`config.mk`:
```
export PLATFORM = sky130hd
export DESIGN_NAME = if_fetch_stage
export DESIGN_NICKNAME = d
export VERILOG_FILES = /design/src/rtl/mips_pkg.sv /design/src/rtl/if_skid_buf.sv /design/src/rtl/if_fetch_stage.sv
export SDC_FILE = /design/constraint.sdc
export NUM_CORES = 1
export LEC_CHECK = 0
export BUFFER_PORTS_ARGS = -buffer_cell sky130_fd_sc_hd__buf_2
export CAP_MARGIN = 20
export CORE_ASPECT_RATIO = 1.5
export CORE_MARGIN = 1.5
export CORE_UTILIZATION = 25
export DETAILED_ROUTE_END_ITERATION = 8
export PLACE_DENSITY = 0.52
export SLEW_MARGIN = 30
export SYNTH_ARGS = -nofsm -noshare
export SYNTH_HDL_FRONTEND = slang
export SYNTH_SLANG_ARGS = --single-unit
```
`constraint.sdc`:
```
create_clock -name clk -period 2.3 [get_ports clk]
set_input_delay 0.46 -clock clk [delete_from_list [all_inputs] [get_ports clk]]
set_output_delay 0.46 -clock clk [all_outputs]
set_load 0.01 [all_outputs]
```
`src/rtl/mips_pkg.sv`:
```
// mips_pkg: types and constants shared by the instruction-fetch stage.
//   fetch_state_e : fetch FSM state (ISSUE / WAIT / DRAIN), 2 bits
//   NOP_INSTR     : bubble instruction (sll $0,$0,0)
//   fetch_pkt_t   : one fetched instruction together with its address
package mips_pkg;

    typedef enum logic [1:0] {
        ISSUE = 2'd0,   // free to send a request
        WAIT  = 2'd1,   // one live request outstanding
        DRAIN = 2'd2    // request outstanding but killed by a flush
    } fetch_state_e;

    localparam logic [31:0] NOP_INSTR = 32'h0000_0000;

    typedef struct packed {
        logic [31:0] instr;
        logic [31:0] pc;
    } fetch_pkt_t;

endpackage

```
`src/rtl/if_skid_buf.sv`:
```
// if_skid_buf: one-entry holding register for a fetched packet.
//   clk      : clock, rising edge
//   rst_ni   : asynchronous active-low reset (buffer empty)
//   clear_i  : drop any held packet (highest priority)
//   load_i   : capture pkt_i, buffer becomes full
//   unload_i : release the held packet, buffer becomes empty
//   pkt_i    : packet to capture
//   full_o   : buffer holds a packet
//   pkt_o    : held packet
module if_skid_buf
    import mips_pkg::*;
(
    input  logic       clk,
    input  logic       rst_ni,
    input  logic       clear_i,
    input  logic       load_i,
    input  logic       unload_i,
    input  fetch_pkt_t pkt_i,
    output logic       full_o,
    output fetch_pkt_t pkt_o
);

    logic       full_q, full_d;
    fetch_pkt_t pkt_q, pkt_d;

    always_comb begin
        full_d = full_q;
        pkt_d  = pkt_q;
        if (clear_i) begin
            full_d = 1'b0;
        end else if (load_i) begin
            full_d = 1'b1;
            pkt_d  = pkt_i;
        end else if (unload_i) begin
            full_d = 1'b0;
        end
    end

    always_ff @(posedge clk or negedge rst_ni) begin
        if (!rst_ni) begin
            full_q <= 1'b0;
            pkt_q  <= '0;
        end else begin
            full_q <= full_d;
            pkt_q  <= pkt_d;
        end
    end

    assign full_o = full_q;
    assign pkt_o  = pkt_q;

endmodule

```
`src/rtl/if_fetch_stage.sv`:
```
// if_fetch_stage: instruction fetch between the PC register and IF/ID.
//   clk         : clock, rising edge
//   rst         : asynchronous active-low reset
//   pc          : current PC;  pc_we : 1 = PC may advance/redirect, 0 = hold
//   flush       : redirect from EX, kills the fetch in flight
//   stall_id    : decode stall, IF/ID must hold
//   imem_req/imem_addr/imem_rvalid/imem_rdata : instruction memory port,
//                 at most one request outstanding
//   ifid_valid/ifid_instr/ifid_pc/ifid_pc4    : IF/ID pipeline register
module if_fetch_stage
    import mips_pkg::*;
#(
    parameter logic [31:0] RESET_PC  = 32'h0000_0000,
    parameter logic [31:0] NOP_INSTR = mips_pkg::NOP_INSTR
) (
    input  logic        clk,
    input  logic        rst,
    input  logic [31:0] pc,
    output logic        pc_we,
    input  logic        flush,
    input  logic        stall_id,
    output logic        imem_req,
    output logic [31:0] imem_addr,
    input  logic        imem_rvalid,
    input  logic [31:0] imem_rdata,
    output logic        ifid_valid,
    output logic [31:0] ifid_instr,
    output logic [31:0] ifid_pc,
    output logic [31:0] ifid_pc4
);

    fetch_state_e state_q, state_d;
    logic [31:0]  req_pc_q, req_pc_d;
    logic         ifid_valid_q, ifid_valid_d;
    logic [31:0]  ifid_instr_q, ifid_instr_d;
    logic [31:0]  ifid_pc_q, ifid_pc_d;

    logic         req, we, deliver;
    logic         skid_full, skid_load, skid_unload;
    fetch_pkt_t   skid_pkt, deliver_pkt;

    logic         unused_pc_lsb;
    assign unused_pc_lsb = ^pc[1:0];

    assign imem_addr = {pc[31:2], 2'b00};

    // A response is only meaningful for a live request; in DRAIN it is the
    // killed request's data and in ISSUE it is a protocol error.
    assign deliver     = (state_q == WAIT) && imem_rvalid && !flush;
    assign deliver_pkt = '{instr: imem_rdata, pc: req_pc_q};

    // The skid entry leaves in any cycle decode is not stalled, so a new
    // request may go out alongside the unload; while it stays put, issuing
    // would risk a second packet with nowhere to land.
    assign skid_load   = deliver && stall_id;
    assign skid_unload = skid_full && !stall_id && !flush;

    always_comb begin
        req      = 1'b0;
        we       = 1'b0;
        state_d  = state_q;
        req_pc_d = req_pc_q;
        case (state_q)
            ISSUE: begin
                req = !(skid_full && stall_id) && !flush;
                we  = req || flush;
                if (req) begin
                    state_d  = WAIT;
                    req_pc_d = imem_addr;
                end
            end
            WAIT: begin
                we = flush;
                if (imem_rvalid)
                    state_d = ISSUE;
                else if (flush)
                    state_d = DRAIN;
            end
            DRAIN: begin
                if (imem_rvalid)
                    state_d = ISSUE;
            end
            default: state_d = ISSUE;
        endcase
    end

    // Requests and PC writes are forced off for as long as reset is held.
    assign imem_req = rst && req;
    assign pc_we    = rst && we;

    always_comb begin
        ifid_valid_d = ifid_valid_q;
        ifid_instr_d = ifid_instr_q;
        ifid_pc_d    = ifid_pc_q;
        if (flush) begin
            ifid_valid_d = 1'b0;
            ifid_instr_d = NOP_INSTR;
        end else if (!stall_id) begin
            if (skid_full) begin
                ifid_valid_d = 1'b1;
                ifid_instr_d = skid_pkt.instr;
                ifid_pc_d    = skid_pkt.pc;
            end else if (deliver) begin
                ifid_valid_d = 1'b1;
                ifid_instr_d = deliver_pkt.instr;
                ifid_pc_d    = deliver_pkt.pc;
            end else begin
                // Bubble: the PC fields keep the last real address.
                ifid_valid_d = 1'b0;
                ifid_instr_d = NOP_INSTR;
            end
        end
    end

    always_ff @(posedge clk or negedge rst) begin
        if (!rst) begin
            state_q      <= ISSUE;
            req_pc_q     <= 32'h0000_0000;
            ifid_valid_q <= 1'b0;
            ifid_instr_q <= NOP_INSTR;
            ifid_pc_q    <= RESET_PC;
        end else begin
            state_q      <= state_d;
            req_pc_q     <= req_pc_d;
            ifid_valid_q <= ifid_valid_d;
            ifid_instr_q <= ifid_instr_d;
            ifid_pc_q    <= ifid_pc_d;
        end
    end

    if_skid_buf u_skid (
        .clk      (clk),
        .rst_ni   (rst),
        .clear_i  (flush),
        .load_i   (skid_load),
        .unload_i (skid_unload),
        .pkt_i    (deliver_pkt),
        .full_o   (skid_full),
        .pkt_o    (skid_pkt)
    );

    assign ifid_valid = ifid_valid_q;
    assign ifid_instr = ifid_instr_q;
    assign ifid_pc    = ifid_pc_q;
    assign ifid_pc4   = ifid_pc_q + 32'd4;

endmodule

```
==> reports/results.ini, run 1 <==
[die]
rows = 77
io_pins = 200
initial_utilization = 0.253
die_h_um = 214
fp.dieW_um = 144
die_area_um2 = 30700
core_um2 = 29300

[logic_synthesis]
synth_seq_area_share = 0.534
synthAdderAreaFrac = 0.00169
synth_compound_area_frac = 0.0611
ys_top_cells_by_area = dfrtp_1 (53%), mux2_2 (13%), buf_4 (4.3%)
netlist-cell-type-count = 41
ys_warn_count = 0
avgSynthCellArea_um2 = 12.1
synth_top_family_by_area = multiplexers
synth.area.mux_share = 0.182
yosysTopAreaCellShare = 0.534
synth-simple-area-share = 0.123
synth_xor_area_frac = 0.0331
ys_seq_elements = 158
synth_area_um2 = 7410
synthCells = 611
synth_top_cell_by_area = dfrtp_1

[power_and_ir_drop]
power_density_nw_per_um2 = 1090
total_power_mw = 10.3
vdd_ir_drop_max_uv = 477
leakagePower_nw = 4.29

[global_routing]
grt_first_pass_wirelength_mm = 29.1
track_usage = 0.126
gr-total-overflow = 0
first_global_vias = 5124
antenna_found_initial = 0
grt_max_degree = 103

[finish]
area_growth_pct = 27.7
post_route_cells_drive_above_1_share = 0.460
n_fill_cell = 3022
finalNetCount = 862
post-route-util = 0.323
stdcell_count = 1200
antenna_cells = 0

[sta]
period_minus_slack_ps = 2410
slew_headroom = 0.541
maxSlewViolCount = 0
fmax_mhz = 415
min_period_over_period = 1.05
clock_skew_ps = 16.3
setup_viol_count_final = 14
rsz0062_at_grt = true
worstMarginPinSlew_ps = 689
worst_slack_ps = -107
finalHoldViolCount = 0
setup_tns_ps = -695

[clock_tree]
cts_tree = built
cts_root_buffer = clkbuf_16
h-tree-depth = 4
clock_latency_ps = 430
clockBufferDepth = 2
path_clk_slew_ps = 70
cts_inserted_buffers = 17
clkSinkCount = 158

[routing]
route.detailed.drc = 0
wl_per_cell_um = 15.6
wirelength_mm = 18.7
routed_via_density = 4.37
detail-route-antenna-nets = 0
vias = 5248
drt_iter0_drc = 168
drtPass1Iterations = 6

[hold_path]
min_path_cells = 2
min_to = state_q[1]
min-delay-start = imem_rvalid
hold_path_class = input pin to register

[setup_path]
reg2reg_setup_slack_ps = 470
crit_slowest_cell = dfrtp_1
worstPathRequired_ps = 1840
cp_max_fo = 8
crit_type = register to output port
cp_num_buf_inv = 2
max_stage_delay_ps = 380
startpoint_type = register
critical-path-top-delay-family = flip-flops
endpoint_kind = output port
path_cells = ha_2 > nand3_4 > nor4_4 > buf_6 > nand3_1 > xnor2_1 > buf_2
cp.arrival_ps = 1950
r2r-end = req_pc_q[19]
reg2reg_from = u_skid.full_o
r2r_cells = 4

[status]
status = finished, violations left
violations = setup timing

[placed_design]
dp_hpwl_mm = 12.6
finalWeightedCongestion = 0.703
numPortBuffers = 191
place_inst = 1153
pre_cts_ws_ps = 92.4

[job]
drv_cap = 0

[cell type report]
| type | count | area [um^2] | share of cell area |
|---|---|---|---|
| clock buffers | 21 | 440 | 0.0465 |
| clock inverters | 11 | 166 | 0.0176 |
| inverters | 2 | 7.51 | 0.000793 |
| multi-input cells | 383 | 3060 | 0.323 |
| flip-flops and latches | 158 | 3970 | 0.419 |
| well taps | 395 | 494 | 0.0522 |
| repair buffers | 230 | 1330 | 0.141 |
[cells by family (layout without fill, tap and decap cells)]
| logic type | after synthesis | count (layout) |
|---|---|---|
| mux | 123 | 123 |
| simple gates | 160 | 160 |
| flops | 158 | 158 |
| buf+inv | 75 | 264 |
| fa+ha+maj | 1 | 1 |
| compound gates | 65 | 65 |
| xor+xnor | 28 | 28 |
| other cells | 1 | 6 |
[sequential cells by signal (all words and copies together) (netlist names)]
register / flops
ifid_instr: 32
u_skid.full_o: 1
u_skid.pkt_o: 62
req_pc_q: 30
state_q: 2
ifid_valid: 1
ifid_pc: 30
[report_power, final]
part           switching, mW  leakage [nW]  internal (mW)  total (mW)
sequential             0.743          1.95           3.74        4.48
clock                   1.15         0.287           1.81        2.96
combinational           1.35          2.05           1.51        2.86
[layer usage]
metal	wire length [um]	global-route usage
met4	291	0.0479
met3	707	0.0284
met1	8190	0.152
met5	0	0
met2	9550	0.217
[worst max path at each step]
stage	startpoint	end	slack, ps	cells past startpoint
after floorplan	ifid_pc[2]	ifid_pc4[26]	300	5
after global routing	ifid_pc[3]	ifid_pc4[28]	-250	7
after CTS	ifid_pc[2]	ifid_pc4[31]	-180	7
after global placement	ifid_pc[17]	ifid_pc4[31]	130	5
after detailed placement	ifid_pc[17]	ifid_pc4[31]	90	5
final	ifid_pc[3]	ifid_pc4[28]	-110	7
[synthesized netlist by cell type (all sizes together)]
| cell type | count |
|---|---|
| buf | 59 |
| and3b | 1 |
| nand2 | 42 |
| inv | 2 |
| nor4b | 1 |
| and2 | 2 |
| xnor2 | 21 |
| nor3b | 2 |
| mux2i | 30 |
| ha | 1 |
| o21ai | 32 |
| nand3b | 1 |
| and3 | 4 |
| nor3 | 36 |
| or2 | 1 |
| nor2b | 32 |
| nor4 | 1 |
| xor2 | 7 |
| clkbuf | 14 |
| a21oi | 1 |
| conb | 1 |
| nand4 | 13 |
| nand3 | 8 |
| and4 | 2 |
| a221oi | 32 |
| nand2b | 1 |
| mux2 | 93 |
| nor2 | 13 |
| dfrtp | 158 |
[cells in the final DEF, fill, tap and decap left out, types with 2 or more instances in the layout]
cell	Yosys	layout
clkbuf_1	14	4
dfrtp_1	158	150
xnor2_1	21	19
nand3_4	1	3
nor3_4	1	2
clkinvlp_4	0	3
nand2_2	0	2
xor2_1	7	7
nand3_1	7	5
and4_1	2	2
nor3_1	34	34
nor2_2	2	2
inv_1	2	2
dfrtp_2	0	7
clkbuf_16	0	17
buf_6	4	7
nand4_1	12	12
conb_1	1	6
clkinv_2	0	3
buf_4	42	28
xnor2_2	0	2
a221oi_1	32	32
o21ai_0	31	31
nor2_1	11	10
buf_12	0	4
mux2i_1	30	30
nor2b_1	32	32
and3_1	3	3
mux2_1	9	9
mux2_2	84	84
bufinv_16	0	4
and2_1	2	2
nand2_1	42	40
buf_2	12	190
[timing repair]
item | in CTS | in global routing
buffers inserted | 9 | 5
hold buffers | 1 | 0
pin swaps | 10 | 16
endpoints found under the hold margin | 3 | 0
endpoints found under the setup margin | 19 | 20
resized for setup | 11 | 12
[stage by stage]
stage / hold WS, ps / cell area, um^2
finish: 258 / 9470
global route: 243 / 9470
CTS: 228 / 9380
detailed placement: 262 / 8660
global placement: 262 / 8660
floorplan: 164 / 7430
No activity file was read; power rests on OpenSTA's default activity.
==> inputs of run 2 (changes only) <==
- clock period: 2.3 -> 3.1 ns (I/O delays scaled with it)
==> run 2 against run 1 <==
Net effect: the flow now finishes without violations; clock skew decreased by 8.6 ps; sequential share of layout area rose by 1.1 points; combinational power down 35%; worst hold slack got worse by 180 ps; die area unchanged; routed wire length down 2.0%; final cell count down 2.2%; register-to-register slack better by 560 ps; first-iteration DRC count up 18%; non-clock buffer count down 26; flip-flop and latch count unchanged; via count down 2.7%; critical endpoint is now ifid_pc4[30]; highest routed layer is now met5.
==> reports/results.ini, run 2 (same netlist as run 1, synthesis figures left out) <==
[die]
fp.dieW_um = 144
core_um2 = 29300
rows = 77
io_pins = 200
initial_utilization = 0.253
die_area_um2 = 30700
die_h_um = 214

[placed_design]
numPortBuffers = 191
place_inst = 1141
dp_hpwl_mm = 12.5
finalWeightedCongestion = 0.701

[setup_path]
reg2reg_setup_slack_ps = 1030
worstPathRequired_ps = 2480
cp_max_fo = 8
crit_type = register to output port
cp.arrival_ps = 2240
startpoint_type = register
endpoint_kind = output port

[clock_tree]
clock_latency_ps = 440
cts_root_buffer = clkbuf_16
cts_hold_buf = 0
cts_tree = built
clockBufferDepth = 2
path_clk_slew_ps = 60
clkSinkCount = 158
cts_inserted_buffers = 17
h-tree-depth = 4

[sta]
slew_headroom = 0.458
setup_tns_ps = 0
finalHoldViolCount = 0
worstMarginPinSlew_ps = 813
fmax_mhz = 350
maxSlewViolCount = 0
clock_skew_ps = 7.69
setup_viol_count_final = 0
min_period_over_period = 0.923
period_minus_slack_ps = 2860
timing.hold.ws_ps = 79.8
rsz0062_at_grt = false

[routing]
routed_via_density = 4.35
route.detailed.drc = 0
wirelength_mm = 18.4
drt_iter0_drc = 199
wl_per_cell_um = 15.7
detail-route-antenna-nets = 0
vias = 5105
drtPass1Iterations = 4

[finish]
final_common_cell = buf_2
layout_common_cells = buf_2 (190), dfrtp_1 (157), mux2_2 (84)
area_growth_pct = 24.2
antenna_cells = 0
finalNetCount = 836
largest_reg_flops = 62
stdcell_count = 1174
post_route_cells_drive_above_1_share = 0.425
post-route-util = 0.314

[global_routing]
first_global_vias = 5013
grt_max_degree = 123
gr-total-overflow = 0
track_usage = 0.127
antenna_found_initial = 1
grt_first_pass_wirelength_mm = 29.0

[power_and_ir_drop]
vdd_ir_drop_max_uv = 376
leakagePower_nw = 4.15
power_density_nw_per_um2 = 811

[status]
status = completed

[job]
drv_cap = 0

[hold_path]
hold_path_class = input pin to asynchronous set/reset pin

==> run 2: cell count changes in the layout (fill, tap and decap cells not counted), sizes merged <==
cell,previous run,this run
buf,229,204
clkinvlp,3,5
clkinv,4,1
clkbuf,21,22
dlygate4sd3,1,0
==> run 2: layout make-up <==
| type | count | area (um^2) |
|---|---|---|
| multi-input combinational | 383 | 3020 |
| clock buffer | 22 | 454 |
| clock inverter | 10 | 163 |
| inverter | 2 | 7.51 |
| sequential | 158 | 3960 |
| fill | 3047 | 20100 |
| tap | 395 | 494 |
| timing repair buffer | 204 | 1110 |
==> run 2: metal layers <==
metal | vias up | global-route usage | share of wire
li1 | 2443 | - | -
met1 | 2514 | 0.150 | 0.41
met2 | 127 | 0.220 | 0.53
met3 | 19 | 0.0319 | 0.042
met4 | 2 | 0.0528 | 0.019
met5 | - | 0 | 0.00065
==> run 2: per-stage QoR <==
stage	setup slack, ps	instance area, um^2	power (mW)
6_report	240	9210	7.46
5_1_grt	16.7	9210	8.01
4_1_cts	56.8	9200	7.63
3_5_place_dp	461	8560	5.34
3_3_place_gp	473	8560	5.28
2_1_floorplan	939	7430	4.52
==> run 2: where the power goes <==
part / internal, mW / total [mW] / switching, mW
Clock: 1.37 / 2.22 / 0.855
Combinational: 0.996 / 1.87 / 0.871
Sequential: 2.76 / 3.37 / 0.609
Total: 5.13 / 7.46 / 2.34
==> run 2: critical path, stage by stage, from the launching register on <==
cell	delay [ps]
dfrtp_1	420
ha_1	270
nand3_2	160
nor4_4	350
buf_12	170
nand4_1	120
xnor2_1	160
buf_2	150
==> run 2: timing repair <==
action | in CTS | in global routing
resized for setup | 1 | 1
endpoints found under the setup margin | 4 | 3
pin swaps | 1 | 1
setup buffers | 1 | 0
==> run 2: path summary, 6_finish.rpt <==
path                             startpoint               end  cells past startpoint
min reg2reg                u_skid.pkt_o[23]  u_skid.pkt_o[23]                      1
max reg2reg                   u_skid.full_o     ifid_instr[2]                      4
min                                     rst     u_skid.full_o                      1
max                              ifid_pc[2]      ifid_pc4[30]                      7
min in group clk                imem_rvalid        state_q[1]                      2
max in group asynchronous               rst  u_skid.pkt_o[36]                      2
==> inputs of run 3 (changes only) <==
- CORE_MARGIN: 1.5 -> unset
- CORE_UTILIZATION: 25 -> 52
- PLACE_DENSITY: 0.52 -> 0.87
==> run 3 against run 2 <==
Net effect: the flow now finishes with violations (DRC); die area shrank 52%; via count grew 1.6%; clock-buffer cell count shrank 2; worst hold slack gained 360 ps; combinational power is essentially flat; critical path depth is the same; critical path type unchanged.
==> reports/results.ini, run 3 (same netlist as run 1, synthesis figures left out) <==
[routing]
routed_via_density = 5.35
vias = 5185
drtPass1Iterations = 6
wl_met1_mm = 6.18
route.detailed.drc = 1
detail-route-antenna-nets = 0
top_layer = met4
drt_iter0_drc = 210
met2_length_mm = 8.61
wl_per_cell_um = 16.1
wl_met3_um = 515
wirelength_mm = 15.6

[die]
core_um2 = 14000
die_area_um2 = 14700
rows = 53
initial_utilization = 0.530
die_h_um = 148
io_pins = 200
fp.dieW_um = 99.5

[global_routing]
grt_max_degree = 157
gr-total-overflow = 0
grt_first_pass_wirelength_mm = 25.6
antenna_found_initial = 0
first_global_vias = 5065
track_usage = 0.222

[clock_tree]
clock_latency_ps = 410
clockBufferDepth = 2
cts_tree = built
path_clk_slew_ps = 60
cts_inserted_buffers = 17
cts_root_buffer = clkbuf_16
clkSinkCount = 158
h-tree-depth = 4

[setup_path]
crit_type = register to output port
r2r_cells = 3
endpoint_kind = output port
cp_max_fo = 8
startpoint_type = register
cp.arrival_ps = 2240
worstPathRequired_ps = 2480

[status]
status = finished, violations left
violations = DRC

[placed_design]
place_inst = 936
dp_hpwl_mm = 10.4
numPortBuffers = 191
finalWeightedCongestion = 0.808
placed_cell_area_um2 = 8270
pre_cts_ws_ps = 583

[finish]
area_growth_pct = 19.8
antenna_cells = 0
final_common_cell = buf_2
multi_input_comb_area_um2 = 3010
n_fill_cell = 1092
seqCellArea_um2 = 3960
finalNetCount = 835
largest_reg_flops = 62
stdcell_count = 970
post-route-util = 0.634
post_route_cells_drive_above_1_share = 0.425
fin_area_um2 = 8870
layout_common_cells = buf_2 (190), dfrtp_1 (157), mux2_2 (84)

[sta]
worstMarginPinSlew_ps = 826
setup_tns_ps = 0
finalHoldViolCount = 0
fmax_mhz = 350
worst_slack_ps = 239
period_minus_slack_ps = 2860
rsz0062_at_grt = false
setup_viol_count_final = 0
maxSlewViolCount = 0
clock_skew_ps = 6.08
timing.hold.ws_ps = 440
slew_headroom = 0.449
min_period_over_period = 0.923

[power_and_ir_drop]
leakagePower_nw = 4.14
power_density_nw_per_um2 = 824
vdd_ir_drop_max_uv = 468
total_power_mw = 7.31

[hold_path]
min_path_cells = 2
hold_path_class = input pin to register

[job]
drv_cap = 0

## run 3: worst max-delay path: stages, from the launching register on
cell and delay (ps):
dfrtp_1 420, ha_1 270, nand3_1 200, nor4_4 300, buf_4 210, nand4_1 140, xnor2_1 150, buf_2 140
## run 3: area by class of cell
cell class,instances,share of cell area
Clock buffer,20,0.0515
Inverter,2,0.000846
Sequential cell,158,0.446
Multi-Input combinational cell,383,0.339
Timing Repair Buffer,203,0.120
Tap cell,192,0.0271
Clock inverter,12,0.0152
## run 3: worst paths after layout
path,slack [ps],startpoint,to
min reg2reg,490,u_skid.pkt_o[58],u_skid.pkt_o[58]
max in group asynchronous,1440,rst,u_skid.full_o
min,440,imem_rvalid,state_q[1]
min in group asynchronous,570,rst,state_q[1]
max reg2reg,1220,u_skid.full_o,ifid_pc[11]
max,240,ifid_pc[2],ifid_pc4[30]
## run 3: report_power, final
group | switching (mW) | leakage (nW) | internal (mW)
combinational | 0.874 | 1.89 | 0.993
clock | 0.836 | 0.291 | 1.24
sequential | 0.607 | 1.96 | 2.76
total | 2.32 | 4.14 | 4.99
## run 3: timing repair
action                                  CTS  global route
resized for setup                         0             0
endpoints found under the setup margin    0             4
hold buffers                              1             0
setup buffers                             0             1
hold endpoints to repair                  2             0
## run 3: routing by layer
metal / GRT usage / up-vias
met5: 0 / -
met4: 0.0794 / 0
met3: 0.0404 / 21
met2: 0.402 / 127
met1: 0.261 / 2605
li1: - / 2432
